==> config.mk <==
export PLATFORM = sky130hd
export DESIGN_NAME = ps2_host_tx
export DESIGN_NICKNAME = d
export VERILOG_FILES = /design/src/rtl/ps2_host_tx.sv
export SDC_FILE = /design/constraint.sdc
export NUM_CORES = 1
export LEC_CHECK = 0
export ABC_AREA = 1
export ABC_CLOCK_PERIOD_IN_PS = 3500
export CORE_ASPECT_RATIO = 0.8
export CORE_MARGIN = 2
export CORE_UTILIZATION = 54
export CTS_BUF_LIST = sky130_fd_sc_hd__clkbuf_4 sky130_fd_sc_hd__clkbuf_8
export CTS_CLUSTER_SIZE = 14
export DETAILED_ROUTE_END_ITERATION = 8
export MAX_ROUTING_LAYER = met4
export PLACE_DENSITY = 0.8
export SLEW_MARGIN = 40
export SYNTH_ARGS = -nofsm -noshare
export SYNTH_HDL_FRONTEND = slang
export SYNTH_SLANG_ARGS = --single-unit
export TNS_END_PERCENT = 1
==> constraint.sdc <==
create_clock -name clk -period 3.5 [get_ports clk]
set_input_delay 0.7 -clock clk [delete_from_list [all_inputs] [get_ports clk]]
set_output_delay 0.7 -clock clk [all_outputs]
set_load 0.02 [all_outputs]
==> src/rtl/ps2_host_tx.sv <==
`default_nettype none
// ============================================================================
// Module   : ps2_host_tx
// Desc     : PS/2 host-to-device command transmitter driving open-drain pads
//            through output enables. Optional retry-once: PS2_TX_RETRY_EN.
// Revision : 1.0 - initial release
// ============================================================================
module ps2_host_tx #(
  parameter int CLK_FREQ_HZ    = 100_000_000,
  parameter int INHIBIT_CYCLES = 10_000,
  parameter int TIMEOUT_CYCLES = 1_500_000,
  parameter int FILTER_LEN     = 8
) (
  input  logic       clk,
  input  logic       rst,
  input  logic [7:0] tx_data,
  input  logic       tx_valid,
  output logic       tx_ready,
  output logic       tx_busy,
  output logic       tx_done,
  output logic       tx_err,
  output logic [1:0] tx_err_code,
  input  logic       ps2_clk_i,
  input  logic       ps2_data_i,
  output logic       ps2_clk_oe,
  output logic       ps2_data_oe
);

  localparam int c_inh_w = $clog2(INHIBIT_CYCLES);
  localparam int c_to_w  = $clog2(TIMEOUT_CYCLES);
  localparam int c_flt_w = $clog2(FILTER_LEN);

  localparam logic [c_inh_w-1:0] c_inh_last = c_inh_w'(INHIBIT_CYCLES - 1);
  localparam logic [c_to_w-1:0]  c_to_last  = c_to_w'(TIMEOUT_CYCLES - 1);
  localparam logic [c_flt_w-1:0] c_flt_last = c_flt_w'(FILTER_LEN - 1);

  generate
    if (CLK_FREQ_HZ < 1 || INHIBIT_CYCLES < 2 || TIMEOUT_CYCLES < 2 || FILTER_LEN < 2) begin : g_param_check
      $error("ps2_host_tx: parameter out of range");
    end
  endgenerate

  typedef enum logic [1:0] {
    S_IDLE      = 2'd0,
    S_INHIBIT   = 2'd1,
    S_XFER      = 2'd2,
    S_WAIT_IDLE = 2'd3
  } state_t;

  state_t               r_state, w_next;
  logic                 r_armed;
  logic                 r_clk_s1, r_clk_s2, r_dat_s1, r_dat_s2;
  logic                 r_clk_flt, r_clk_flt_d;
  logic [c_flt_w-1:0]   r_flt_cnt;
  logic [c_inh_w-1:0]   r_inh_cnt;
  logic [c_to_w-1:0]    r_to_cnt;
  logic [3:0]           r_n;
  logic [7:0]           r_data;
  logic                 r_par;
  logic                 r_done, r_err;
  logic [1:0]           r_err_code;
`ifdef PS2_TX_RETRY_EN
  logic                 r_retried;
  logic                 w_retry;
`endif

  logic                 w_fall, w_edge, w_to_clr, w_timeout;
  logic                 w_accept, w_clk_oe, w_data_oe;
  logic                 w_fail, w_done, w_err;
  logic [1:0]           w_fail_code;

  // Line conditioning: 2-FF synchronisers, then a run-length filter on ps2_clk.
  always_ff @(posedge clk) begin
    if (rst) begin
      r_clk_s1    <= 1'b1;
      r_clk_s2    <= 1'b1;
      r_dat_s1    <= 1'b1;
      r_dat_s2    <= 1'b1;
      r_clk_flt   <= 1'b1;
      r_clk_flt_d <= 1'b1;
      r_flt_cnt   <= '0;
    end else begin
      r_clk_s1    <= ps2_clk_i;
      r_clk_s2    <= r_clk_s1;
      r_dat_s1    <= ps2_data_i;
      r_dat_s2    <= r_dat_s1;
      r_clk_flt_d <= r_clk_flt;
      if (r_clk_s2 == r_clk_flt) begin
        r_flt_cnt <= '0;
      end else if (r_flt_cnt == c_flt_last) begin
        r_clk_flt <= r_clk_s2;
        r_flt_cnt <= '0;
      end else begin
        r_flt_cnt <= r_flt_cnt + 1'b1;
      end
    end
  end

  assign w_fall = r_clk_flt_d & ~r_clk_flt;
  assign w_edge = r_clk_flt_d ^ r_clk_flt;

  // Before the first device edge the only rising edge is our own clock release,
  // so it must not restart the no-activity timer.
  assign w_to_clr  = (r_state == S_XFER && r_n == 4'd0) ? w_fall : w_edge;
  assign w_timeout = (r_to_cnt == c_to_last) && !w_to_clr;

  always_ff @(posedge clk) begin
    if (rst) begin
      r_state    <= S_IDLE;
      r_armed    <= 1'b0;
      r_inh_cnt  <= '0;
      r_to_cnt   <= '0;
      r_n        <= '0;
      r_data     <= '0;
      r_par      <= 1'b0;
      r_done     <= 1'b0;
      r_err      <= 1'b0;
      r_err_code <= 2'b00;
`ifdef PS2_TX_RETRY_EN
      r_retried  <= 1'b0;
`endif
    end else begin
      r_state    <= w_next;
      r_armed    <= 1'b1;
      r_done     <= w_done;
      r_err      <= w_err;
      r_err_code <= w_err ? w_fail_code : 2'b00;

      if (w_accept) begin
        r_data <= tx_data;
        r_par  <= ~^tx_data;
      end

      if (r_state == S_INHIBIT && w_next == S_INHIBIT) r_inh_cnt <= r_inh_cnt + 1'b1;
      else                                           r_inh_cnt <= '0;

      if (r_state == S_XFER || r_state == S_WAIT_IDLE)
        r_to_cnt <= w_to_clr ? '0 : r_to_cnt + 1'b1;
      else
        r_to_cnt <= '0;

      if (r_state != S_XFER) r_n <= '0;
      else if (w_fall)       r_n <= r_n + 4'd1;

`ifdef PS2_TX_RETRY_EN
      if (w_accept)     r_retried <= 1'b0;
      else if (w_retry) r_retried <= 1'b1;
`endif
    end
  end

  always_comb begin
    w_next      = r_state;
    w_accept    = 1'b0;
    w_clk_oe    = 1'b0;
    w_data_oe   = 1'b0;
    w_fail      = 1'b0;
    w_fail_code = 2'b00;
    w_done      = 1'b0;
    w_err       = 1'b0;
`ifdef PS2_TX_RETRY_EN
    w_retry     = 1'b0;
`endif

    case (r_state)
      S_IDLE: begin
        if (tx_valid && r_armed) begin
          w_accept = 1'b1;
          w_next   = S_INHIBIT;
        end
      end
      S_INHIBIT: begin
        w_clk_oe = 1'b1;
        if (r_inh_cnt == c_inh_last) begin
          w_data_oe = 1'b1;
          w_next    = S_XFER;
        end
      end
      S_XFER: begin
        // Open-drain: enable asserted drives a 0 onto the line.
        case (r_n)
          4'd0:    w_data_oe = 1'b1;
          4'd1:    w_data_oe = ~r_data[0];
          4'd2:    w_data_oe = ~r_data[1];
          4'd3:    w_data_oe = ~r_data[2];
          4'd4:    w_data_oe = ~r_data[3];
          4'd5:    w_data_oe = ~r_data[4];
          4'd6:    w_data_oe = ~r_data[5];
          4'd7:    w_data_oe = ~r_data[6];
          4'd8:    w_data_oe = ~r_data[7];
          4'd9:    w_data_oe = ~r_par;
          default: w_data_oe = 1'b0;
        endcase
        if (w_fall && r_n == 4'd10) begin
          if (r_dat_s2) begin
            w_fail      = 1'b1;
            w_fail_code = 2'b10;
          end else begin
            w_next = S_WAIT_IDLE;
          end
        end else if (w_timeout) begin
          w_fail      = 1'b1;
          w_fail_code = 2'b01;
        end
      end
      S_WAIT_IDLE: begin
        if (r_clk_flt && r_dat_s2) begin
          w_done = 1'b1;
          w_next = S_IDLE;
        end else if (w_timeout) begin
          w_fail      = 1'b1;
          w_fail_code = 2'b01;
        end
      end
      default: w_next = S_IDLE;
    endcase

    if (w_fail) begin
`ifdef PS2_TX_RETRY_EN
      if (!r_retried) begin
        w_retry = 1'b1;
        w_next  = S_INHIBIT;
      end else begin
        w_err  = 1'b1;
        w_next = S_IDLE;
      end
`else
      w_err  = 1'b1;
      w_next = S_IDLE;
`endif
    end
  end

  assign tx_ready    = (r_state == S_IDLE) && r_armed;
  assign tx_busy     = (r_state != S_IDLE);
  assign tx_done     = r_done;
  assign tx_err      = r_err;
  assign tx_err_code = r_err_code;
  assign ps2_clk_oe  = w_clk_oe;
  assign ps2_data_oe = w_data_oe;

endmodule
`default_nettype wire

==> out/qor.yml <==
clock_network:
  cts_sinks: 64
  cts_max_level: 3
  hold_buffers: 0
  clk_latency_ns: 0.34
  cts_made_buffers: 9
  clkTransAtPathRegs_ns: 0.06
  clock-root-buffer: "clkbuf_8"
  cts_resized: 0
  post-cts-setup-buffers: 0
  clock_path_buffers: 2
  cts_tree: "yes"
die:
  die_h_um: 72.3
  die_x_um: 89.3
  core_area_sq_um: 5530
  dieArea_sq_um: 6460
  rows: 24
  start_util_pct: 57.0
  io_pins: 21
yosys:
  yosysMostFrequentCell: "dfxtp_1"
  ys_ff_latch: 64
  syn-instance-count: 401
  synthTopCellsByCount: "64 x dfxtp_1, 57 x nand2_1, 56 x inv_1, 45 x nor2_1, 23 x a21oi_1"
  synth_edf_count: 0
  ys.flop_type: "dfxtp_1"
  ys_seq_area_share_pct: 40.7
  synth_cell_type_count: 38
  yosys_warnings: 0
  syn-num-nets: 427
  synth_area_sq_um: 3150
  yosys-top-cells-area: "dfxtp_1 41%, nand2_1 6.8%, inv_1 6.7%, nor2_1 5.4%, ha_1 5.2%"
  yosysTopAreaCell: "dfxtp_1"
  synth_top_area_share_pct: 40.7
  avgSynthCellArea_sq_um: 7.85
  ys_async_sr_fraction_pct: 0
placement:
  hpwl_um: 4290
  io_buffers: 20
  place_congestion: 0.927
  place_ws_ns: 0.731
critical_path:
  path_cells: "inv_1, ha_1, inv_1, nor4_1, nor3_1, nand3_1, nand2_1, a21boi_0, clkdlybuf4s50_1"
  arrival_ns: 2.37
  cp-end-kind: "primary output"
  required_ns: 2.80
  critPathMostFrequentCell: "inv_1"
  cpPeakStageDelay_ns: 0.64
  slowest_stage: "clkdlybuf4s50_1"
  crit_type: "reg -> out"
  critical_path.startpoint_type: "register"
  crit_fanout: 4
sta:
  max_freq_mhz: 325
  post-route-period-util_pct: 87.8
  rsz0062_at_grt: "false"
  setup_tns_ns: 0
  fin_crit_ns: 3.07
  setup_viol: 0
  tightestPinTransition_ns: 0.529
  fin_ws_ns: 0.428
  slew_headroom_pct: 64.7
  fin_worst_skew_ns: 0.00925
  final_max_slew_viol_count: 0
  finalHoldViolCount: 0
cells_and_area:
  drive_gt1_share_pct: 13.0
  final_nets: 453
  antenna_cells: 0
  fill_cells: 490
  area_growth_pct: 15.0
routing:
  ant_nets: 0
  viasPerCell: 5.03
  drc: 0
  drtIter0Drc: 110
  drt_first_pass_iters: 5
  drt-total-wl_um: 5790
  wl_per_cell_um: 11.4
  num_vias: 2560
global_routing:
  grt_util_all_layers_pct: 20.3
  grt_pass1_vias: 2294
  grt_max_degree: 18
  grt_pass1_wl_um: 9830
  gr-total-overflow: 0
  antenna_found_initial: 0
status:
  outcome: "finished clean"
power:
  worst_ir_drop_vdd_mv: 0.334
  leakagePower_nw: 1.36
  pwr_density_cell_nw_per_um2: 446
worst_hold_path:
  hold_path_class: "reg -> reg"
job:
  maxCapViolations: 0
-- cell families after synthesis --
kind of cell             Yosys count  synth area share, %
adder cells (fa/ha/maj)           13                 5.17
AO/OA/AOI/OAI                     51                 8.95
AND/OR/NAND/NOR                  186                 30.8
XOR/XNOR                          21                 5.85
buffers and inverters             66                 8.51
flip-flops                        64                 40.7
-- critical path: cells and delay by family, from the launching register on --
| family | cells | cell delay (ns) |
|---|---|---|
| buf+inv | 3 | 0.84 |
| simple gates | 4 | 0.42 |
| flops | 1 | 0.34 |
| fa+ha+maj | 1 | 0.23 |
| compound gates | 1 | 0.21 |
-- registers in the layout (all words and copies together), names as in the netlist, 2 cells and up --
name         flops
r_data           8
r_state          2
r_flt_cnt        3
tx_err_code      2
r_n              4
r_inh_cnt       14
r_to_cnt        21
-- placed cells by master (no fill, tap or decap), types with 2 or more instances in the layout --
cell type	instances
xnor2_1	12
clkbuf_8	9
a211oi_1	2
nor2_4	12
nor3_1	15
or2_2	6
a21oi_1	23
inv_2	3
dfxtp_1	64
nand3_1	18
o21ai_1	2
nand2_2	4
a31oi_1	2
nand4_1	6
o21a_1	2
inv_1	56
bufinv_16	2
nand2_1	57
clkinv_2	2
clkbuf_4	2
nand3_2	2
xor2_1	9
ha_1	13
clkdlybuf4s50_1	20
o21ai_0	15
nor2_2	8
nor3b_1	4
nor2_1	45
nor4_1	4
-- metal layers --
layer,vias to the layer above,track usage [%],share of wire [%]
li1,1332,-,-
met1,1161,26.8,50
met2,59,29.1,43
met3,8,7.28,5.7
met4,0,6.14,1.1
met5,-,-,0
-- area by class of cell --
type                       instances  area, sq um  area share [%]
multi-input combinational        271         1600            44.2
clock inverter                     4         70.1            1.94
sequential                        64         1280            35.4
inverter                          60          225            6.22
timing repair buffer              21          208            5.74
tap                               78         97.6            2.70
clock buffer                      11          139            3.84
-- where the power goes --
| group | leakage (nW) | total [mW] | internal (mW) | switching (mW) |
|---|---|---|---|---|
| combinational | 0.727 | 0.179 | 0.0738 | 0.105 |
| clock | 0.110 | 0.674 | 0.411 | 0.263 |
| sequential | 0.519 | 0.762 | 0.749 | 0.0130 |
| total | 1.36 | 1.61 | 1.23 | 0.382 |
-- stage by stage --
step	cell area, sq um	power, mW	cells	hold WS [ns]	util [%]
floorplan	3150	0.903	401	0.389	-
global placement	3410	0.952	494	0.391	61.7
detailed placement	3410	0.955	494	0.393	61.7
CTS	3620	1.63	509	0.408	65.5
global route	3620	1.69	509	0.427	65.5
finish	3620	1.61	509	0.408	65.5
-- worst paths after layout --
| path | to | startpoint | depth (start not counted) | slack, ns |
|---|---|---|---|---|
| setup / recovery | ps2_data_oe | r_n[1] | 9 | 0.43 |
| hold / removal | r_clk_s2 | r_clk_s1 | 1 | 0.41 |
| setup reg to reg | r_inh_cnt[1] | r_state[0] | 9 | 1.51 |
| hold reg to reg | r_clk_s2 | r_clk_s1 | 1 | 0.41 |
No activity file was read; power rests on OpenSTA's default activity.
